### config.mk
export PLATFORM = sky130hd
export DESIGN_NAME = logic_unit_arbiter_flat
export DESIGN_NICKNAME = d
export VERILOG_FILES = /design/src/rtl/logic_unit_arbiter_if.sv /design/src/rtl/logic_unit_arbiter.sv /design/src/flat_wrapper.sv
export SDC_FILE = /design/constraint.sdc
export NUM_CORES = 1
export LEC_CHECK = 0
export BUFFER_PORTS_ARGS = -buffer_cell sky130_fd_sc_hd__buf_2
export CORE_UTILIZATION = 46
export CTS_BUF_LIST = sky130_fd_sc_hd__clkbuf_16
export CTS_CLUSTER_DIAMETER = 80
export DETAILED_ROUTE_END_ITERATION = 10
export PLACE_DENSITY = 0.88
export SETUP_SLACK_MARGIN = 0.15
export SYNTH_ARGS = -nofsm -noshare
export SYNTH_HDL_FRONTEND = slang
export SYNTH_SLANG_ARGS = --single-unit
### constraint.sdc
create_clock -name clock -period 2 [get_ports clock]
set_input_delay 0.1 -clock clock [delete_from_list [all_inputs] [get_ports clock]]
set_output_delay 0.1 -clock clock [all_outputs]
set_load 0.01 [all_outputs]
### src/rtl/logic_unit_arbiter_if.sv
// Request, logic-unit and response signals for logic_unit_arbiter.
// slave  : arbiter side (takes requests, drives the logic unit, returns results)
// master : requester/environment side
//   req0_* / req1_*   : requester operation channels (valid/ready, op, a, b)
//   lu_in1/lu_in2/lu_op, lu_out : shared combinational bitwise logic unit
//   rsp0_* / rsp1_*   : per-requester response handshakes
//   rsp_data          : result shared by both response channels
//   ops_done          : completed response handshake count
interface logic_unit_arbiter_if #(
   parameter int unsigned DATA_W = 32
);
   logic              req0_valid;
   logic              req0_ready;
   logic [1:0]        req0_op;
   logic [DATA_W-1:0] req0_a;
   logic [DATA_W-1:0] req0_b;

   logic              req1_valid;
   logic              req1_ready;
   logic [1:0]        req1_op;
   logic [DATA_W-1:0] req1_a;
   logic [DATA_W-1:0] req1_b;

   logic [DATA_W-1:0] lu_in1;
   logic [DATA_W-1:0] lu_in2;
   logic [1:0]        lu_op;
   logic [DATA_W-1:0] lu_out;

   logic              rsp0_valid;
   logic              rsp0_ready;
   logic              rsp1_valid;
   logic              rsp1_ready;
   logic [DATA_W-1:0] rsp_data;

   logic [15:0]       ops_done;

   modport slave (
      input  req0_valid, req0_op, req0_a, req0_b,
      input  req1_valid, req1_op, req1_a, req1_b,
      input  lu_out,
      input  rsp0_ready, rsp1_ready,
      output req0_ready, req1_ready,
      output lu_in1, lu_in2, lu_op,
      output rsp0_valid, rsp1_valid, rsp_data,
      output ops_done
   );

   modport master (
      output req0_valid, req0_op, req0_a, req0_b,
      output req1_valid, req1_op, req1_a, req1_b,
      output lu_out,
      output rsp0_ready, rsp1_ready,
      input  req0_ready, req1_ready,
      input  lu_in1, lu_in2, lu_op,
      input  rsp0_valid, rsp1_valid, rsp_data,
      input  ops_done
   );
endinterface

### src/rtl/logic_unit_arbiter.sv
// Two-requester arbiter in front of a shared combinational bitwise logic unit.
// One operation in flight at a time: IDLE (arbitrate/accept) -> EXEC (drive
// the logic unit from latched operands) -> RESP (hold result until the
// winning requester takes it). Contention alternates between requesters,
// requester 0 first after reset.
// Ports:
//   clock  : sole clock, rising edge
//   resetn : asynchronous active-low reset
//   bus    : logic_unit_arbiter_if.slave (requests, logic unit, responses, ops_done)
module logic_unit_arbiter #(
   parameter int unsigned DATA_W = 32
) (
   input logic                  clock,
   input logic                  resetn,
   logic_unit_arbiter_if.slave  bus
);

   typedef enum logic [1:0] {
      IDLE = 2'd0,
      EXEC = 2'd1,
      RESP = 2'd2
   } state_t;

   state_t            state_q;
   logic              pri_q;       // requester favoured when both are valid
   logic              owner_q;     // requester owning the in-flight operation
   logic [1:0]        op_q;
   logic [DATA_W-1:0] a_q;
   logic [DATA_W-1:0] b_q;
   logic [DATA_W-1:0] res_q;
   logic              rsp0_valid_q;
   logic              rsp1_valid_q;
   logic [15:0]       ops_q;

   logic any_valid;
   logic grant1;
   logic accept;
   logic rsp_hs;

   always_comb begin
      any_valid = bus.req0_valid | bus.req1_valid;
      grant1    = bus.req1_valid & (~bus.req0_valid | pri_q);
      // resetn gating keeps both readies low while reset is held
      accept    = resetn & (state_q == IDLE) & any_valid;
      rsp_hs    = (state_q == RESP) & (owner_q ? bus.rsp1_ready : bus.rsp0_ready);
   end

   assign bus.req0_ready = accept & ~grant1;
   assign bus.req1_ready = accept & grant1;

   assign bus.lu_in1 = (state_q == EXEC) ? a_q  : '0;
   assign bus.lu_in2 = (state_q == EXEC) ? b_q  : '0;
   assign bus.lu_op  = (state_q == EXEC) ? op_q : 2'b00;

   assign bus.rsp0_valid = rsp0_valid_q;
   assign bus.rsp1_valid = rsp1_valid_q;
   assign bus.rsp_data   = (rsp0_valid_q | rsp1_valid_q) ? res_q : '0;
   assign bus.ops_done   = ops_q;

   always_ff @(posedge clock or negedge resetn) begin
      if (!resetn) begin
         state_q      <= IDLE;
         pri_q        <= 1'b0;
         owner_q      <= 1'b0;
         op_q         <= 2'b00;
         a_q          <= '0;
         b_q          <= '0;
         res_q        <= '0;
         rsp0_valid_q <= 1'b0;
         rsp1_valid_q <= 1'b0;
         ops_q        <= '0;
      end else begin
         case (state_q)
            IDLE: begin
               if (any_valid) begin
                  op_q    <= grant1 ? bus.req1_op : bus.req0_op;
                  a_q     <= grant1 ? bus.req1_a  : bus.req0_a;
                  b_q     <= grant1 ? bus.req1_b  : bus.req0_b;
                  owner_q <= grant1;
                  pri_q   <= ~grant1;
                  state_q <= EXEC;
               end
            end
            EXEC: begin
               res_q        <= bus.lu_out;
               rsp0_valid_q <= ~owner_q;
               rsp1_valid_q <= owner_q;
               state_q      <= RESP;
            end
            RESP: begin
               if (rsp_hs) begin
                  rsp0_valid_q <= 1'b0;
                  rsp1_valid_q <= 1'b0;
                  ops_q        <= ops_q + 16'd1;
                  state_q      <= IDLE;
               end
            end
            default: begin
               state_q <= IDLE;
            end
         endcase
      end
   end

endmodule
### src/flat_wrapper.sv
// flat-port wrapper written by rule: the top's interface ports become plain ports
module logic_unit_arbiter_flat 
#(
   parameter int unsigned DATA_W = 32
)
  (clock, resetn, bus_req0_valid, bus_req0_op, bus_req0_a, bus_req0_b, bus_req1_valid, bus_req1_op, bus_req1_a, bus_req1_b, bus_lu_out, bus_rsp0_ready, bus_rsp1_ready, bus_req0_ready, bus_req1_ready, bus_lu_in1, bus_lu_in2, bus_lu_op, bus_rsp0_valid, bus_rsp1_valid, bus_rsp_data, bus_ops_done);
  logic_unit_arbiter_if #(.DATA_W(DATA_W)) bus_i ();
  input logic clock;
  input logic resetn;
  input wire logic [$bits(bus_i.req0_valid)-1:0] bus_req0_valid;
  input wire logic [$bits(bus_i.req0_op)-1:0] bus_req0_op;
  input wire logic [$bits(bus_i.req0_a)-1:0] bus_req0_a;
  input wire logic [$bits(bus_i.req0_b)-1:0] bus_req0_b;
  input wire logic [$bits(bus_i.req1_valid)-1:0] bus_req1_valid;
  input wire logic [$bits(bus_i.req1_op)-1:0] bus_req1_op;
  input wire logic [$bits(bus_i.req1_a)-1:0] bus_req1_a;
  input wire logic [$bits(bus_i.req1_b)-1:0] bus_req1_b;
  input wire logic [$bits(bus_i.lu_out)-1:0] bus_lu_out;
  input wire logic [$bits(bus_i.rsp0_ready)-1:0] bus_rsp0_ready;
  input wire logic [$bits(bus_i.rsp1_ready)-1:0] bus_rsp1_ready;
  output wire logic [$bits(bus_i.req0_ready)-1:0] bus_req0_ready;
  output wire logic [$bits(bus_i.req1_ready)-1:0] bus_req1_ready;
  output wire logic [$bits(bus_i.lu_in1)-1:0] bus_lu_in1;
  output wire logic [$bits(bus_i.lu_in2)-1:0] bus_lu_in2;
  output wire logic [$bits(bus_i.lu_op)-1:0] bus_lu_op;
  output wire logic [$bits(bus_i.rsp0_valid)-1:0] bus_rsp0_valid;
  output wire logic [$bits(bus_i.rsp1_valid)-1:0] bus_rsp1_valid;
  output wire logic [$bits(bus_i.rsp_data)-1:0] bus_rsp_data;
  output wire logic [$bits(bus_i.ops_done)-1:0] bus_ops_done;
  assign bus_i.req0_valid = bus_req0_valid;
  assign bus_i.req0_op = bus_req0_op;
  assign bus_i.req0_a = bus_req0_a;
  assign bus_i.req0_b = bus_req0_b;
  assign bus_i.req1_valid = bus_req1_valid;
  assign bus_i.req1_op = bus_req1_op;
  assign bus_i.req1_a = bus_req1_a;
  assign bus_i.req1_b = bus_req1_b;
  assign bus_i.lu_out = bus_lu_out;
  assign bus_i.rsp0_ready = bus_rsp0_ready;
  assign bus_i.rsp1_ready = bus_rsp1_ready;
  assign bus_req0_ready = bus_i.req0_ready;
  assign bus_req1_ready = bus_i.req1_ready;
  assign bus_lu_in1 = bus_i.lu_in1;
  assign bus_lu_in2 = bus_i.lu_in2;
  assign bus_lu_op = bus_i.lu_op;
  assign bus_rsp0_valid = bus_i.rsp0_valid;
  assign bus_rsp1_valid = bus_i.rsp1_valid;
  assign bus_rsp_data = bus_i.rsp_data;
  assign bus_ops_done = bus_i.ops_done;
  logic_unit_arbiter #(.DATA_W(DATA_W)) u_core (.clock(clock), .resetn(resetn), .bus(bus_i));
endmodule
==> results of run 1 <==
## flip-flops by register name, summed over array words and instances (netlist names)
register / cells
u_core.pri_q: 1
u_core.a_q: 32
u_core.bus.rsp1_valid: 1
u_core.bus.ops_done: 16
u_core.state_q: 2
u_core.op_q: 2
u_core.res_q: 32
u_core.b_q: 32
u_core.owner_q: 1
u_core.bus.rsp0_valid: 1
## tightest hold or removal path, cell delays in order
cell and delay, ns:
buf_2 0.08, a22o_1 0.11, a21o_1 0.09
## where the power goes
part / internal [mW] / total [mW] / switching, mW / leakage (nW)
clock: 2.06 / 3.20 / 1.14 / 0.293
combinational: 3.23 / 6.55 / 3.31 / 3.69
sequential: 3.53 / 4.30 / 0.762 / 1.49
## final timing paths
check,endpoint,slack (ns),depth (start not counted)
setup reg to reg,u_core.a_q[24],0.20,7
min in group asynchronous,u_core.bus.ops_done[11],0.10,2
hold reg to reg,u_core.res_q[12],0.47,2
max in group asynchronous,u_core.a_q[2],1.20,3
hold / removal,u_core.b_q[28],0.006,3
setup / recovery,bus_req0_ready,0.16,5
## routing by layer
layer,wire length (µm),up-vias,track usage (%)
met4,1283,0,22.11
met3,2107,138,9.299
met2,11300,530,58.08
li1,-,2784,-
met5,0,-,0
met1,8245,3097,39.03
## cell usage in the layout, fill, tap and decap left out, drive strengths merged, types with 2 or more instances in the layout
master / instances
dfrtp: 120
nor3: 5
xor2: 8
clkinvlp: 3
nand4: 3
and3: 2
buf: 313
nand2: 104
xnor2: 7
clkbuf: 22
bufinv: 4
inv: 5
a22o: 66
nor2b: 33
nand3: 4
a21o: 68
dlygate4sd3: 155
o21ai: 3
nor2: 4
nand2b: 2
and2: 68
clkinv: 7
## logic make-up after synthesis
logic type	synth area share, %
AOI/OAI and AO/OA	20.00
xor gates and xnor gates	2.303
adders and majority gates	0.2193
buffers and inverters	3.289
DFF	52.63
muxes	0.3728
and+or+nand+nor	21.18
## stage by stage
stage	total power, mW	area (µm²)	hold WS, ns
2_1_floorplan	7.645	5705	-0.1956
3_5_place_dp	9.471	7357	-0.02081
5_1_grt	14.71	9847	0.004023
3_3_place_gp	9.304	7357	-0.02209
4_1_cts	13.10	9607	0.0002891
6_report	14.04	9847	0.006393
## area by class of cell
type / instances / area [µm²] / area share, %
timing repair buffer: 474 / 3457 / 35.11
clock buffer: 17 / 425.4 / 4.320
antenna: 1 / 2.502 / 0.02541
tap: 168 / 210.2 / 2.135
sequential: 120 / 3005 / 30.52
inverter: 4 / 15.01 / 0.1525
clock inverter: 15 / 185.2 / 1.881
multi-input combinational: 387 / 2546 / 25.86
## what timing repair did
item / 4_1_cts / 5_1_grt
gates resized for setup: 2 / 7
endpoints found under the setup margin: 47 / 102
endpoints found under the hold margin: 218 / 0
cloned: 2 / 5
pin swaps: 1 / 3
buffers inserted: 2 / 11
hold buffers: 155 / 0
==> results.md, run 1 <==
Drt:
- The post-detailed-route count of antenna-violating nets is 0.
- The first-pass iteration count of the detailed router is 5.
- After detailed routing, the number of remaining DRC violations is 0.
- The total routed wirelength is 22940 µm.
- After the first detailed-routing iteration, the DRC count stood at 565.
- The detailed router placed 6549 vias in this run.
- In the final routed layout, each cell accounts on average for 19.34 µm.
- Dividing the detail-routed via count by the number of cells gives 5.522.

Worst setup path:
- The critical path contains buffers and inverters numbering 3 combined.
- The slowest library cell on the worst path is dfrtp_2.
- The critical path in this run is classified as register to output port.
- STA classifies the critical path endpoint as an output port.
- Traced cell by cell, the critical path runs through a2111oi_4 > buf_4 > buf_12 > and2_4 > buf_6.
- Grouping stages by cell kind, the critical path spends the most delay in flip-flops.
- The worst flop-to-flop path startpoint is u_core.state_q[0].
- The startpoint class of the critical path is a register.
- The critical path launch point is u_core.state_q[0].
- The required time at the worst-slack endpoint is 1.90 ns.
- The largest single stage delay on the critical path is approximately 0.46 ns.
- The critical-path maximum fanout is 6.
- The data arrival time of the worst path is 1.74 ns.

STA:
- The final number of max-transition violations is 0.
- The slew at the pin closest to its max-slew limit is 0.6246 ns.
- The sum of negative setup slack is 0 ns.
- The number of hold violations in the final report is 0.
- The post-route clock period utilization is around nine tenths.
- Setup repair after global routing could not meet its margin everywhere.
- Setup violations remaining at the end of the flow were counted as 0.
- Across the routed clock network, the largest skew measured is ~0.015 ns.
- The achievable clock frequency is 0.5448 GHz.
- The final critical-path setup slack is 0.1646 ns.
- Subtracting the final worst setup slack from the clock period gives about 1.8 ns.
- The remaining max-slew budget at the tightest pin is 58.20%.

Cells and area:
- The final-stage net count is 1175.
- The layout has 631 filler cells.
- The final core area utilization is 81.64%.
- The finished layout holds 1186 standard cells, fillers aside.
- The relative area change from synthesis to final layout is 72.59%.
- The fraction of final layout cells sized beyond drive strength 1 is 35.40%.

Floorplanning:
- During I/O placement, the number of pins put on the boundary was 288.
- In this run the vertical extent of the chip is ~110 µm.
- The area inside the core boundary is 12060 µm².
- The initial utilization of the core area, before any placement, comes to 47.30%.
- The number of rows in the core area is 40.
- The die covers between 10000 and 15000 µm².
- The die is 113.4 µm wide.

Clock tree:
- The clock tree synthesis step divided the H-tree into 4 levels.
- The maximum clock path buffer count is 2.
- The clock tree from TritonCTS is built.
- The root buffer cell chosen for the clock tree is clkbuf_16.
- Clock-pin slew was measured on the worst setup and hold paths at 0.06 ns.
- The clock latency reported for the late side of the worst-skew pair is 0.42 ns.
- Clock tree synthesis inserted a total of 17 buffers.
- For this design, the sink count on the clock tree is 120.

Global route:
- The first global-routing pass estimated 33840 µm of wire.
- The global-route total usage across every layer is 34.52%.
- The maximum number of pins on one net before global-route repair is between 70 and 80.
- The initial antenna violation count is 1.
- The via count of the first global-routing pass is 6562.
- The total overflow left after global routing is 0.

Outcome:
- The flow ran to the end, and the final reports show no timing, DRC or antenna violations.

Power and ir drop:
- The static leakage is 5.473 nW.
- Power spread over the standard cell area amounts to 1426 nW/µm².
- Across the VDD grid, the largest voltage drop is between 0.6 and 0.7 mV.

Placed design:
- Once placement completed, the tool counted placed cells totaling 978.
- The number of I/O port buffers is 287.
- The final estimated routing congestion in global placement is a little under 0.8.
- The setup slack at placement is 0.2843 ns.
- The final HPWL from detailed placement is 10690 µm.

Yosys:
- Summed over its instances, the top area cell type makes up a little over half of the synthesized netlist area.
- Yosys attributes the largest share of cell area to dfrtp_1 (53%), a22o_1 (10%), a21o_1 (8.9%).
- The Yosys step of the flow raised 0 warnings.
- Counting flops and latches in the post-synthesis netlist gives 120.
- Sorting the synthesized cells by how often they occur yields dfrtp_1 (120), nand2_1 (104), a21o_1 (68), and2_1 (68), a22o_1 (66).
- After technology mapping, the gate count stands at 550.
- The share of the yosys chip area belonging to registers is 52.63%.
- The number of enable-type register cells in the synthesized netlist is 0.
- In the synthesized netlist the dominant register cell turns out to be dfrtp_1.
- dfrtp_1 takes more of the synthesized area than any other cell.
- The number of nets handed over by synthesis was a little over 700.
- The synthesized cell area is 5705 µm².
- The share of synthesized flip-flops with an asynchronous set or reset is between 90% and 100%.
- Dividing the synthesized area by the synthesized cell count gives 10.37 µm².
- The most common cell in the synthesized netlist is dfrtp_1.
- The number of different library cells used by synthesis comes to 31.

Worst hold path:
- The startpoint identified for the worst hold timing path is bus_req0_b[28].
- The type of the most critical hold path is input port to register.

Flow run:
- The count of max-cap constraint violations is 0.
(Power assumes the default switching activity.)
==> run 2, diff against run 1 <==
- CORE_ASPECT_RATIO: default -> 1.4
==> run 2 against run 1 <==
  * Total power shrank 4.7%
  * Largest power group unchanged
  * Die area about the same
  * Design area decreased by 2.0%
==> results.md, run 2 (same netlist as run 1, synthesis figures left out) <==
Drt:
- The post-detailed-route count of antenna-violating nets was 0 (unchanged).
- The first-pass iteration count of the detailed router is 5 (unchanged).
- The residual DRC count is 0 (unchanged).
- The routed via count divided by cell count is 5.527 (about the same).
- The total routed wirelength is 23580 µm (+2.8%).
- The DRC marker count from the first detailed-route iteration was 374 (-34%).
- The average wire length per cell after detail routing is 20.24 µm (+4.7%).
- The total via count in the routed design was 6439 (-1.7%).

STA:
- The number of hold violations in the final report was 0 (unchanged).
- The remaining max-slew budget at the tightest pin came to 59.66% (+1.5 points).
- The slew at the pin closest to its max-slew limit came to 0.5882 ns (-0.03643 ns).
- The achievable clock frequency is 0.5494 GHz (+0.84%).
- The final number of max-transition violations was 0 (unchanged).
- The final number of setup-violating endpoints is 0 (unchanged).
- The post-route clock period utilization came to 91.01% (-0.76 points).
- Setup repair after global routing left no endpoint under its margin.
- The final setup skew is 0.01084 ns (-0.003993 ns).
- The final critical-path setup slack was 0.1798 ns (+0.01522 ns).
- The minimum clock period is 1.820 ns (-0.01522 ns).
- The sum of negative setup slack is 0 ns (unchanged).

Worst hold path:
- The worst hold path belongs to the class input port to register.

Clock tree:
- The number of clock sinks seen by CTS is 120 (unchanged).
- The deepest level of the CTS H-tree is 4 (unchanged).
- The buffer type at the clock tree root is clkbuf_16.
- The total clock buffers created by CTS is 17 (unchanged).
- The clock latency reported for the late side of the worst-skew pair is 0.41 ns (about the same).
- The clock-pin transition on the worst setup and hold timing paths is 0.06 ns (about the same).
- The clock tree from TritonCTS is built.
- The maximum clock path buffer count was 2 (unchanged).

Power and ir drop:
- The clock share of power is 21.5% (-1.3 points).
- The switching share of power came to 38.79% (+1.7 points).
- The worst ir drop on vdd is 0.8450 mV (+27%).
- The combinational fraction of design power is 46.1% (-0.5 points).
- The static leakage is 5.364 nW (-2.0%).
- The cell internal power dissipation came to 8.195 mW (-7.2%).
- The sum of internal, switching and leakage power was 13.39 mW (-4.7%).
- The power share of the sequential group is 32.3% (+1.7 points).
- The net switching power was 5.194 mW (-0.41%).
- The power density relative to cell area is 1387 nW/µm² (-2.7%).

Cells and area:
- The commonest non-fill, non-tap cell in the layout is buf_2.
- The final core area utilization is 80.86% (-0.78 points).
- The largest registers in the layout are u_core.a_q (32), u_core.b_q (32), u_core.res_q (32).
- Leaving out fill and tap cells, the most frequent cells in the layout are buf_2 (286), dlygate4sd3_1 (161), dfrtp_1 (118), nand2_1 (104).
- The fraction of final layout cells sized beyond drive strength 1 was 34.58% (-0.81 points).
- The final-stage net count was 1170 (-0.43%).
- The number of standard cells in the final layout excluding fillers is 1165 (-1.8%).
- The fill cell instance count of the final layout is 632 (+0.16%).
- The relative area change from synthesis to final layout is 69.19%.

Placed design:
- The post-placement cell count is 957 (-2.1%).
- The final HPWL from detailed placement was 11680 µm (+9.3%).
- The final estimated routing congestion in global placement is 0.8525 (+9.4%).
- The number of I/O port buffers came to 287 (unchanged).
- The setup slack at placement was 0.2533 ns (-0.03099 ns).

Global route:
- The aggregate global routing overflow is 0 (unchanged).
- The global-route total usage across every layer is 37.25% (+2.7 points).
- The maximum number of pins on one net before global-route repair is 67 (-12%).
- The via count of the first global-routing pass is 6889 (+5.0%).
- The first-pass GRT wire length is 35300 µm (+4.3%).
- The initial antenna violation count is 6 (+5).

Floorplanning:
- The number of placed I/O pins came to 288 (unchanged).
- The die outline height is 133.8 µm (+18%).
- The effective utilization at floorplan is 47.79% (+0.49 points).
- The die width came to 96.13 µm (-15%).
- The area of the die is 12860 µm² (about the same).
- The number of rows in the core area is 47 (+18%).
- The area inside the core boundary was 11940 µm² (-1.0%).

Worst setup path:
- The required time at the worst-slack endpoint is 1.90 ns (about the same).
- STA classifies the critical path endpoint as an output port.
- The critical path is of the register to output port type.
- The startpoint class of the critical path is a register.
- The critical-path maximum fanout came to 35 (+29).
- The data arrival time of the worst path is 1.72 ns (-0.02 ns).

Outcome:
- The flow ran to the end, and the final reports show no timing, DRC or antenna violations.

Flow run:
- The count of max-cap constraint violations is 0 (unchanged).
## run 2: stage by stage
| stage | cell area (µm²) | hold slack (ns) |
|---|---|---|
| final | 9653 | 0.01815 |
| after global routing | 9651 | 0.01881 |
| after CTS | 9587 | 0.002034 |
| after detailed placement | 7331 | 0.09125 |
| after global placement | 7331 | 0.09456 |
| after floorplan | 5705 | -0.1956 |
## run 2: critical path, stage by stage (launching register included)
cell and delay, ns:
dfrtp_2 0.44, nor2b_4 0.24, buf_8 0.23, and2_1 0.23, buf_2 0.16
## run 2: worst paths after layout
| check | depth (start not counted) | start | slack, ns | end |
|---|---|---|---|---|
| worst min-delay path | 3 | bus_req0_b[10] | 0.02 | u_core.b_q[10] |
| worst max register to register | 6 | u_core.state_q[1] | 0.23 | u_core.a_q[5] |
| worst min register to register | 2 | u_core.res_q[18] | 0.47 | u_core.res_q[18] |
| min in group asynchronous | 2 | resetn | 0.20 | u_core.bus.ops_done[11] |
| worst max-delay path | 4 | u_core.state_q[0] | 0.18 | bus_lu_in1[15] |
| max in group asynchronous | 3 | resetn | 1.15 | u_core.b_q[4] |
## run 2: what timing repair did
item / in CTS / in global routing
pin swaps: 1 / 1
endpoints found under the hold margin: 130 / 0
buffers inserted: 2 / 4
gates cloned: 2 / 1
resized for setup: 3 / 2
hold buffers: 161 / 0
endpoints found under the setup margin: 37 / 45
## run 2: per-layer routing
layer / GRT usage (%) / vias up / part of all wire, %
li1: - / 2783 / -
met1: 38.20 / 3067 / 33
met2: 62.14 / 436 / 50
met3: 10.37 / 153 / 8.4
met4: 29.52 / 0 / 8.3
met5: 0 / - / 0
## run 2: area by class of cell
type                    instances  area, µm²  share of cell area [%]
inverters                       4      15.01                  0.1555
diodes                          6      15.01                  0.1555
multi-input cells             387       2537                   26.29
repair buffers                469       3341                   34.61
well taps                     147      183.9                   1.905
clock inverters                15      130.1                   1.348
flip-flops and latches        120       3005                   31.13
clock buffers                  17      425.4                   4.407
## run 2: power groups by stage
stage,Combinational (mW),Sequential [mW],Clock (mW)
2_1_floorplan,3.63,4.02,0
3_3_place_gp,5.12,4.14,0
3_5_place_dp,5.29,4.17,0
4_1_cts,5.73,4.17,2.88
5_1_grt,6.62,4.39,3.01
6_report,6.18,4.33,2.89
